`src/rtl/decode_unit.sv`:
```
`default_nettype none
//==============================================================================
// Module   : decode_unit
// Desc     : Instruction decode stage with load-use interlock and flush squash.
//            Optional illegal-opcode trap enabled by defining ILLEGAL_INST_TRAP_EN.
// Revision : 1.0
//==============================================================================

package decode_unit_pkg;

  typedef struct packed {
    logic [15:0] pc;
    logic [31:0] fetched_inst;
    logic        do_not_execute;
  } if_id_t;

  typedef struct packed {
    logic [15:0] pc;
    logic [6:0]  opcode;
    logic [4:0]  rd;
    logic [4:0]  rs1;
    logic [4:0]  rs2;
    logic [2:0]  funct3;
    logic [6:0]  funct7;
    logic [31:0] imm;
    logic [31:0] rs1_val;
    logic [31:0] rs2_val;
    logic        illegal;
    logic        do_not_execute;
  } id_ex_t;

  localparam logic [6:0] C_OP_LUI    = 7'b0110111;
  localparam logic [6:0] C_OP_AUIPC  = 7'b0010111;
  localparam logic [6:0] C_OP_JAL    = 7'b1101111;
  localparam logic [6:0] C_OP_JALR   = 7'b1100111;
  localparam logic [6:0] C_OP_BRANCH = 7'b1100011;
  localparam logic [6:0] C_OP_LOAD   = 7'b0000011;
  localparam logic [6:0] C_OP_STORE  = 7'b0100011;
  localparam logic [6:0] C_OP_IMM    = 7'b0010011;
  localparam logic [6:0] C_OP_REG    = 7'b0110011;

endpackage

module decode_unit
  import decode_unit_pkg::*;
(
  input  logic        clk,
  input  logic        reset_n,
  input  if_id_t      if_id_r,
  input  logic        flush,
  output logic [4:0]  rf_rd_addr1,
  output logic [4:0]  rf_rd_addr2,
  input  logic [31:0] rf_rd_data1,
  input  logic [31:0] rf_rd_data2,
  output logic        stall,
  output logic        illegal_seen,
  output id_ex_t      id_ex_r
);

  logic [31:0] w_inst;
  logic [6:0]  w_opcode;
  logic [31:0] w_imm;
  logic        w_rs1_used;
  logic        w_rs2_used;
  logic        w_hazard;
  logic        w_illegal;
  id_ex_t      w_next;
  id_ex_t      r_id_ex;

  assign w_inst      = if_id_r.fetched_inst;
  assign w_opcode    = w_inst[6:0];
  assign rf_rd_addr1 = w_inst[19:15];
  assign rf_rd_addr2 = w_inst[24:20];

  always_comb begin
    w_imm = 32'd0;
    case (w_opcode)
      C_OP_LOAD, C_OP_IMM, C_OP_JALR: w_imm = {{20{w_inst[31]}}, w_inst[31:20]};
      C_OP_STORE:  w_imm = {{20{w_inst[31]}}, w_inst[31:25], w_inst[11:7]};
      C_OP_BRANCH: w_imm = {{19{w_inst[31]}}, w_inst[31], w_inst[7], w_inst[30:25], w_inst[11:8], 1'b0};
      C_OP_LUI, C_OP_AUIPC: w_imm = {w_inst[31:12], 12'd0};
      C_OP_JAL:    w_imm = {{11{w_inst[31]}}, w_inst[31], w_inst[19:12], w_inst[20], w_inst[30:21], 1'b0};
      default:     w_imm = 32'd0;
    endcase
  end

  assign w_rs1_used = !((w_opcode == C_OP_LUI) || (w_opcode == C_OP_AUIPC) || (w_opcode == C_OP_JAL));
  assign w_rs2_used = (w_opcode == C_OP_REG) || (w_opcode == C_OP_STORE) || (w_opcode == C_OP_BRANCH);

  // Load in execute whose destination feeds a source of the instruction now in decode
  assign w_hazard = !r_id_ex.do_not_execute && (r_id_ex.opcode == C_OP_LOAD) &&
                    (r_id_ex.rd != 5'd0) && !if_id_r.do_not_execute &&
                    ((w_rs1_used && (r_id_ex.rd == w_inst[19:15])) ||
                     (w_rs2_used && (r_id_ex.rd == w_inst[24:20])));

  assign stall = w_hazard && !flush;

`ifdef ILLEGAL_INST_TRAP_EN
  logic w_known;
  logic r_illegal_seen;

  assign w_known = (w_opcode == C_OP_LUI)    || (w_opcode == C_OP_AUIPC) ||
                   (w_opcode == C_OP_JAL)    || (w_opcode == C_OP_JALR)  ||
                   (w_opcode == C_OP_BRANCH) || (w_opcode == C_OP_LOAD)  ||
                   (w_opcode == C_OP_STORE)  || (w_opcode == C_OP_IMM)   ||
                   (w_opcode == C_OP_REG);
  assign w_illegal = !if_id_r.do_not_execute && !w_known;

  always_ff @(posedge clk or negedge reset_n) begin
    if (!reset_n) begin
      r_illegal_seen <= 1'b0;
    end else if (w_illegal) begin
      r_illegal_seen <= 1'b1;
    end
  end

  assign illegal_seen = r_illegal_seen;
`else
  assign w_illegal    = 1'b0;
  assign illegal_seen = 1'b0;
`endif

  always_comb begin
    w_next                = '0;
    w_next.pc             = if_id_r.pc;
    w_next.opcode         = w_opcode;
    w_next.rd             = w_inst[11:7];
    w_next.rs1            = w_inst[19:15];
    w_next.rs2            = w_inst[24:20];
    w_next.funct3         = w_inst[14:12];
    w_next.funct7         = w_inst[31:25];
    w_next.imm            = w_imm;
    w_next.rs1_val        = rf_rd_data1;
    w_next.rs2_val        = rf_rd_data2;
    w_next.illegal        = w_illegal;
    w_next.do_not_execute = if_id_r.do_not_execute || flush || stall || w_illegal;
  end

  always_ff @(posedge clk or negedge reset_n) begin
    if (!reset_n) begin
      r_id_ex                <= '0;
      r_id_ex.do_not_execute <= 1'b1;
    end else begin
      r_id_ex <= w_next;
    end
  end

  assign id_ex_r = r_id_ex;

endmodule

`default_nettype wire

```
`config.mk`:
```
export PLATFORM = sky130hd
export DESIGN_NAME = decode_unit
export DESIGN_NICKNAME = d
export VERILOG_FILES = /design/src/rtl/decode_unit.sv
export SDC_FILE = /design/constraint.sdc
export NUM_CORES = 1
export LEC_CHECK = 0
export BUFFER_PORTS_ARGS = -buffer_cell sky130_fd_sc_hd__buf_2
export CAP_MARGIN = 10
export CORE_ASPECT_RATIO = 1.1
export CORE_MARGIN = 2
export CORE_UTILIZATION = 25
export DETAILED_ROUTE_END_ITERATION = 16
export GPL_TIMING_DRIVEN = 0
export PLACE_DENSITY = 0.6
export SYNTH_ARGS = -nofsm -noshare
export SYNTH_HDL_FRONTEND = slang
export SYNTH_SLANG_ARGS = --single-unit
export TNS_END_PERCENT = 20
```
`constraint.sdc`:
```
create_clock -name clk -period 2.2 [get_ports clk]
set_input_delay 0.33 -clock clk [delete_from_list [all_inputs] [get_ports clk]]
set_output_delay 0.33 -clock clk [all_outputs]
set_load 0.005 [all_outputs]
```
==> results of run 1 <==
synthesized netlist by cell type, types with 2 or more instances:
master,count,area (µm²)
nand4_1,2,12.5
nor4_1,3,18.8
o21ai_0,2,10.0
a21o_1,19,143
a22o_1,5,43.8
buf_2,2,10.0
xnor2_1,4,35.0
inv_1,2,7.51
nor3_1,3,15.0
a21oi_1,5,25.0
nor2_1,7,26.3
dfrtp_1,144,3600
nor2b_1,6,37.5
xor2_1,7,61.3
nand4b_1,2,17.5
buf_4,12,90.1
nand2_1,4,15.0
nand3_1,2,10.0
path summary, 6_finish.rpt:
| path | cells past startpoint | to | startpoint | slack [ps] |
|---|---|---|---|---|
| setup / recovery | 5 | stall | id_ex_r[122]$_DFF_PN0_ | 10 |
| hold / removal | 1 | id_ex_r[47]$_DFF_PN0_ | rf_rd_data1[13] | 20 |
| setup reg to reg | 5 | id_ex_r[0]$_DFF_PN1_ | id_ex_r[122]$_DFF_PN0_ | 820 |
| hold reg to reg | 3 | id_ex_r[0]$_DFF_PN1_ | id_ex_r[123]$_DFF_PN0_ | 730 |
| max in group asynchronous | 3 | id_ex_r[93]$_DFF_PN0_ | reset_n | 930 |
| min in group asynchronous | 2 | id_ex_r[45]$_DFF_PN0_ | reset_n | 480 |
kinds of logic (layout without fill, tap and decap cells):
kind of cell / Yosys count / after routing / share of synthesized area [%]
compound gates: 39 / 39 / 6.95
xor+xnor: 11 / 11 / 2.21
buf+inv: 17 / 331 / 2.56
flops: 145 / 145 / 83.4
other cells: 1 / 2 / 0.0861
simple gates: 36 / 36 / 4.83
what timing repair did:
item / CTS / global route
setup endpoints to repair: 1 / 1
endpoints found under the hold margin: 62 / 6
gates resized for setup: 1 / 6
pin swaps: 3 / 3
hold buffers: 1 / 6
setup buffers: 1 / 2
area by class of cell:
class | instances | area, µm² | share of cell area (%)
flip-flops and latches | 145 | 3630 | 53.8
repair buffers | 282 | 1480 | 21.9
multi-input cells | 88 | 638 | 9.44
clock buffers | 23 | 468 | 6.92
well taps | 234 | 293 | 4.33
clock inverters | 9 | 131 | 1.94
plain buffers | 15 | 104 | 1.54
inverters | 2 | 7.51 | 0.111
routing by layer:
layer | vias up | part of all wire (%) | routed length, µm
met4 | 0 | 1.0 | 124
met2 | 158 | 54 | 6650
met1 | 1588 | 37 | 4560
li1 | 1434 | - | -
met5 | - | 0 | 0
met3 | 9 | 7.6 | 939
power groups by stage:
stage	logic [mW]	registers, mW	clock network [mW]
2_1_floorplan	0.0680	2.89	0
3_3_place_gp	0.413	2.87	0
3_5_place_dp	0.427	2.87	0
4_1_cts	0.434	2.82	2.98
5_1_grt	0.488	2.83	3.10
6_report	0.437	2.82	2.90
==> impl_metrics.toml, run 1 <==
[place]
pre_cts_slack_ps = 314
globalplace.congestion = 0.735
dp_hpwl_mm = 9.37
dp_cells = 756
dpl_cell_area_um2 = 6040
portBuffers = 271

[timing]
whs_ps = 20.1
skew_ps = 6.16
fin_ws_ps = 12.2
min_period_over_period_pct = 99.4
fin_crit_ps = 2190
hold_viol_final = 0
rsz0062_at_grt = "yes"
fmax_ghz = 0.457
setup_viol = 0
setup_tns_ps = 0
slew_headroom_pct = 59.2
tightest_slew_ps = 612
maxSlewViolCount = 0

[floorplan]
io_pins = 274
die_area_um2 = 18500
initial_utilization_pct = 25.6
rows = 50
die_w_um = 130
die_h_um = 142
core_area_um2 = 17000

[power_and_ir_drop]
p_sw_mw = 1.31
total_power_mw = 6.16
combPwrFrac_pct = 7.1
swShare_pct = 21.3
p_leak_nw = 3.66
power_density_nw_per_um2 = 912
clkPwrFrac_pct = 47.1
intPower_mw = 4.85
ir_drop_mv = 0.638
p_seq_share_pct = 45.8

[cts]
cts_max_path_buffers = 2
numCtsBuffers = 17
cts_tree = "yes"
cts.clk_slew.worst_paths_ps = 60
insertion_delay_ps = 400
cts-root-buf = "clkbuf_16"
cts.sinks = 145
htreeDepth = 4

[finish]
fin_util_pct = 39.7
drive_gt1_share_pct = 58.0
diodes = 0
area_growth_pct = 55.2
largest_reg_flops = 145
finalNonFillerCells = 798
stdcell_area_um2 = 6760
final_net_count = 667
final_common_cell = "buf_2"
fillers = 1679
layout_common_cells = "272 x buf_2, 140 x dfrtp_1, 19 x a21o_1"

[synth]
ys_ff_latch = 145
ys_types = 36
netlist_instances = 249
dominantRegCellSynth = "dfrtp_1"
synth-edff-count = 0
ys_warn_count = 0
async_flop_share_pct = 100
syn_avg_cell_area_um2 = 17.5
netlist_area_um2 = 4350
synth-seq-area-share_pct = 83.4

[setup_path]
cp_max_fo = 3
cpMaxStageDelayCell = "or4b_1"
crit_buf_inv = 1
path_class = "reg -> out"
cp.required_ps = 1870
critPathTopFamily = "simple AND/OR/NAND/NOR gates"
cp_data_arrival_time_ps = 1860
slowest_delay_ps = 480
crit_path_cell_trace = "xnor2_2 > nand3_1 > or4b_1 > a21oi_1 > buf_2"
start_kind = "flip-flop"
end_kind = "output port"

[global_route]
grt-busiest-layer = "met2"
grtUsageMet2_pct = 23.0
grt_pass1_vias = 3269
antenna_found_initial = 0
use_met1_pct = 14.3
grt.met3_usage_pct = 4.32
grt_use_total_pct = 13.0
grt_first_pass_wirelength_mm = 17.8
overflow = 0
grt_max_degree = 83

[route]
antenna_left = 0
firstDrtPassIters = 4
wl_per_cell_um = 15.4
drtIter0Drc = 107
via_per_inst = 4.00
dr_total_vias = 3189
wirelength_mm = 12.3
drc = 0

[worst_hold_path]
min_path_type = "in -> reg"

[outcome]
status = "completed"

[flow_run]
drv_cap = 0
(Power assumes the default switching activity.)
==> run 2, diff against run 1 <==
--- a/config.mk
+++ b/config.mk
@@ -13,6 +13,7 @@
 export DETAILED_ROUTE_END_ITERATION = 16
 export GPL_TIMING_DRIVEN = 0
 export PLACE_DENSITY = 0.6
+export RECOVER_POWER = 25
 export SYNTH_ARGS = -nofsm -noshare
 export SYNTH_HDL_FRONTEND = slang
 export SYNTH_SLANG_ARGS = --single-unit
==> impl_metrics.toml, run 2 (same netlist as run 1, synthesis figures left out) <==
[route]
wirelength_mm = 12.2
wl_met2_mm = 6.66
via_per_inst = 3.99
firstDrtPassIters = 4
dr_total_vias = 3185
antenna_left = 0
drtIter0Drc = 108
m1WireLength_mm = 4.54
top_layer = "met4"
wl_met3_um = 921
wl_per_cell_um = 15.3
drc = 0

[floorplan]
core_area_um2 = 17000
rows = 50
die_w_um = 130
initial_utilization_pct = 25.6
io_pins = 274
die_area_um2 = 18500
die_h_um = 142

[global_route]
antenna_found_initial = 0
grt_pass1_vias = 3269
overflow = 0
grt_use_total_pct = 13.0
grt_first_pass_wirelength_mm = 17.8
grt_max_degree = 83

[setup_path]
cp.required_ps = 1870
crit_start = "id_ex_r[122]$_DFF_PN0_"
path_class = "reg -> out"
crit_path_cell_trace = "xnor2_2 > nand3_1 > or4b_1 > a21oi_1 > buf_2"
start_kind = "flip-flop"
cp_max_fo = 3
r2r_slack_ps = 840
crit_cells = 5
r2r-start = "id_ex_r[122]$_DFF_PN0_"
r2r-end = "id_ex_r[0]$_DFF_PN1_"
cpMaxStageDelayCell = "or4b_1"
slowest_delay_ps = 480
cp_data_arrival_time_ps = 1860
worstSetupEndpoint = "stall"
reg2reg_depth = 5
end_kind = "output port"
critPathTopFamily = "simple AND/OR/NAND/NOR gates"
crit_buf_inv = 1

[timing]
skew_ps = 5.76
tightest_slew_ps = 603
fin_crit_ps = 2190
slew_headroom_pct = 59.8
maxSlewViolCount = 0
hold_viol_final = 0
setup_viol = 0
min_period_over_period_pct = 99.5
rsz0062_at_grt = "yes"
fmax_ghz = 0.457

[finish]
final_common_cell = "buf_2"
fin_util_pct = 39.6
finalNonFillerCells = 798
diodes = 0
drive_gt1_share_pct = 54.8
final_net_count = 667
layout_common_cells = "254 x buf_2, 140 x dfrtp_1, 23 x clkbuf_1"
area_growth_pct = 54.7
largest_reg_flops = 145

[cts]
cts_max_path_buffers = 2
cts.sinks = 145
htreeDepth = 4
cts_tree = "yes"
cts-root-buf = "clkbuf_16"
insertion_delay_ps = 400
cts.clk_slew.worst_paths_ps = 60
numCtsBuffers = 17

[worst_hold_path]
min_path_type = "in -> reg"

[power_and_ir_drop]
power_density_nw_per_um2 = 915
clkPwrFrac_pct = 47.2
total_power_mw = 6.16
p_seq_share_pct = 45.8
p_sw_mw = 1.32
ir_drop_mv = 0.642
swShare_pct = 21.3
combPwrFrac_pct = 7.0
intPower_mw = 4.85
p_leak_nw = 3.61

[place]
dp_hpwl_mm = 9.37
portBuffers = 271
dp_cells = 756
globalplace.congestion = 0.735

[flow_run]
drv_cap = 0

[outcome]
status = "completed"
==> run 2: cell count changes in the layout (fill, tap and decap cells not counted), sizes merged <==
| cell | delta |
|---|---|
| buf | -18 |
| clkbuf | +18 |
==> run 2: layer usage <==
| metal | vias up | global-route usage [%] |
|---|---|---|
| li1 | 1434 | - |
| met1 | 1584 | 14.3 |
| met2 | 158 | 23.0 |
| met3 | 9 | 4.32 |
| met4 | 0 | 4.92 |
| met5 | - | 0 |
==> run 2: cell type report <==
cell class	count	area (µm²)
Clock inverter	9	131
Timing Repair Buffer	282	1460
Sequential cell	145	3630
Fill cell	1691	10300
Clock buffer	23	468
Multi-Input combinational cell	88	638
Inverter	2	7.51
Buffer	15	104
Tap cell	234	293
==> run 2: worst min path at each step <==
stage                         start                     end  slack [ps]  depth (start not counted)
floorplan                   reset_n  id_ex_r[100]$_DFF_PN0_          30                          0
global placement    rf_rd_data2[24]   id_ex_r[26]$_DFF_PN0_         440                          1
detailed placement          reset_n   id_ex_r[45]$_DFF_PN0_         360                          1
CTS                  rf_rd_data2[9]   id_ex_r[11]$_DFF_PN0_           6                          1
global route         rf_rd_data2[3]    id_ex_r[5]$_DFF_PN0_         0.4                          1
finish              rf_rd_data1[13]   id_ex_r[47]$_DFF_PN0_          20                          1
==> run 2: power by group through the flow <==
stage | clock network (mW) | logic, mW | registers (mW)
floorplan | 0 | 0.0680 | 2.89
global placement | 0 | 0.413 | 2.87
detailed placement | 0 | 0.427 | 2.87
CTS | 2.98 | 0.434 | 2.82
global route | 3.10 | 0.483 | 2.83
finish | 2.91 | 0.432 | 2.82
==> run 2: what timing repair did <==
item / in CTS / in global routing
gates resized for setup: 1 / 6
hold endpoints to repair: 62 / 6
buffers inserted: 1 / 2
hold buffers: 1 / 6
endpoints found under the setup margin: 1 / 1
pin swaps: 3 / 3
==> run 2: stage by stage <==
step                      TNS, ps  setup slack [ps]  hold WS [ps]  instance area [µm²]
final                           0              10.6          19.8                 6740
after global routing        -76.4             -76.4         0.380                 6740
after CTS                   -37.9             -37.9          5.78                 6660
after detailed placement        0               314           356                 6040
after global placement    -147890             -1040           438                 6010
after floorplan                 0               555          34.4                 4360
==> run 3, diff against run 2 <==
--- a/config.mk
+++ b/config.mk
@@ -9,11 +9,13 @@
 export CAP_MARGIN = 10
 export CORE_ASPECT_RATIO = 1.1
 export CORE_MARGIN = 2
-export CORE_UTILIZATION = 25
+export CORE_UTILIZATION = 35
+export CTS_BUF_LIST = sky130_fd_sc_hd__clkbuf_16
 export DETAILED_ROUTE_END_ITERATION = 16
 export GPL_TIMING_DRIVEN = 0
-export PLACE_DENSITY = 0.6
+export PLACE_DENSITY = 0.76
 export RECOVER_POWER = 25
+export SETUP_SLACK_MARGIN = 0.1
 export SYNTH_ARGS = -nofsm -noshare
 export SYNTH_HDL_FRONTEND = slang
 export SYNTH_SLANG_ARGS = --single-unit
==> impl_metrics.toml, run 3 (same netlist as run 1, synthesis figures left out) <==
[power_and_ir_drop]
p_leak_nw = 3.54
ir_drop_mv = 0.674
total_power_mw = 5.81
power_density_nw_per_um2 = 887

[finish]
multiInputGateArea_um2 = 642
fillers = 1046
layout_common_cells = "243 x buf_2, 140 x dfrtp_1, 30 x clkbuf_1"
drive_gt1_share_pct = 52.8
final_common_cell = "buf_2"
fin_util_pct = 54.2
area_growth_pct = 50.3
final_net_count = 666
largest_reg_flops = 145
regArea_um2 = 3630

[global_route]
grt_max_degree = 92
grt_first_pass_wirelength_mm = 17.7
overflow = 0
grt_pass1_vias = 3371
antenna_found_initial = 2
grt_use_total_pct = 18.3

[cts]
cts_tree = "yes"
cts.clk_slew.worst_paths_ps = 60
cts.sinks = 145
cts_max_path_buffers = 2
cts-root-buf = "clkbuf_16"
numCtsBuffers = 17
htreeDepth = 4
insertion_delay_ps = 400

[timing]
hold_viol_final = 0
slew_headroom_pct = 57.4
skew_ps = 1.58
tightest_slew_ps = 639
min_period_over_period_pct = 98.2
rsz0062_at_grt = "yes"
maxSlewViolCount = 0
setup_viol = 0
fmax_ghz = 0.463
fin_crit_ps = 2160

[floorplan]
die_w_um = 110
initial_utilization_pct = 36.0
io_pins = 274
die_area_um2 = 13300
core_area_um2 = 12100
rows = 42
die_h_um = 121

[outcome]
status = "completed"

[route]
antenna_left = 0
wirelength_mm = 12.3
drtIter0Drc = 180
dr_total_vias = 3290
wl_per_cell_um = 17.1
firstDrtPassIters = 4
drc = 0
via_per_inst = 4.59

[setup_path]
cpMaxStageDelayCell = "or4b_1"
cp_data_arrival_time_ps = 1830
crit_path_cell_trace = "xnor2_2 > nand3_1 > or4b_1 > a21oi_2 > buf_2"
critPathTopFamily = "simple AND/OR/NAND/NOR gates"
slowest_delay_ps = 490
cp_max_fo = 3
end_kind = "output port"
crit_buf_inv = 1
r2r-start = "id_ex_r[122]$_DFF_PN0_"
cp.required_ps = 1870
path_class = "reg -> out"
crit_start = "id_ex_r[122]$_DFF_PN0_"
start_kind = "flip-flop"

[place]
globalplace.congestion = 0.923
dp_hpwl_mm = 9.42
portBuffers = 271

[worst_hold_path]
min_path_type = "in -> reg"
holdCritStartpoint = "rf_rd_data2[2]"

[flow_run]
drv_cap = 0
-- run 3: cell count changes in the layout (fill, tap and decap cells not counted), moves of 2 or more --
cell	previous run	this run
clkbuf_1	23	30
bufinv_16	3	1
clkbuf_8	2	0
clkinv_1	0	4
inv_6	2	0
buf_2	254	243
clkinvlp_4	0	2
-- run 3: path summary, 6_finish.rpt --
kind,endpoint,slack (ps),cells past startpoint
setup / recovery,stall,40,5
hold / removal,id_ex_r[4]$_DFF_PN0_,30,1
setup reg to reg,id_ex_r[0]$_DFF_PN1_,830,4
hold reg to reg,id_ex_r[0]$_DFF_PN1_,720,3
max in group asynchronous,id_ex_r[112]$_DFF_PN0_,950,3
min in group asynchronous,id_ex_r[117]$_DFF_PN0_,450,2
-- run 3: metrics by stage --
step / instance area, µm² / hold slack, ps / setup slack (ps) / TNS, ps / std cells
floorplan: 4360 / 34.4 / 555 / 0 / 250
global placement: 5910 / 438 / -986 / -140510 / 675
detailed placement: 5940 / 319 / 259 / 0 / 676
CTS: 6530 / 4.96 / -4.93 / -4.93 / 711
global route: 6540 / 0.945 / -52.4 / -52.4 / 716
finish: 6550 / 26.4 / 38.8 / 0 / 717
-- run 3: timing repair --
item | CTS | global route
gates cloned | 0 | 0
buffers inserted | 3 | 0
hold buffers | 1 | 5
hold endpoints to repair | 53 | 5
endpoints found under the setup margin | 1 | 1
pin swaps | 3 | 2
resized for setup | 6 | 2
-- run 3: where the power goes --
part	switching, mW	total, mW	internal, mW
Combinational	0.221	0.430	0.209
Clock	1.03	2.55	1.52
Sequential	0.0404	2.83	2.79
-- run 3: cell type report --
class | count | area share [%]
Buffer | 15 | 1.59
Multi-Input combinational cell | 88 | 9.81
Sequential cell | 145 | 55.5
Tap cell | 154 | 2.94
Clock inverter | 14 | 1.55
Clock buffer | 17 | 6.50
Timing Repair Buffer | 281 | 21.9
Inverter | 2 | 0.115
Antenna cell | 1 | 0.0382
-- run 3: worst reg2reg max path: stages, from the launching register on --
cell and delay, ps:
dfrtp_2 440, xor2_1 160, nor4_2 300, nand4_1 190
o211ai_1 210
-- run 3: metal layers --
layer / part of all wire (%) / track usage, %
met5: 0.081 / 0
met1: 36 / 20.0
met4: 2.2 / 7.73
met2: 51 / 29.7
met3: 11 / 9.29
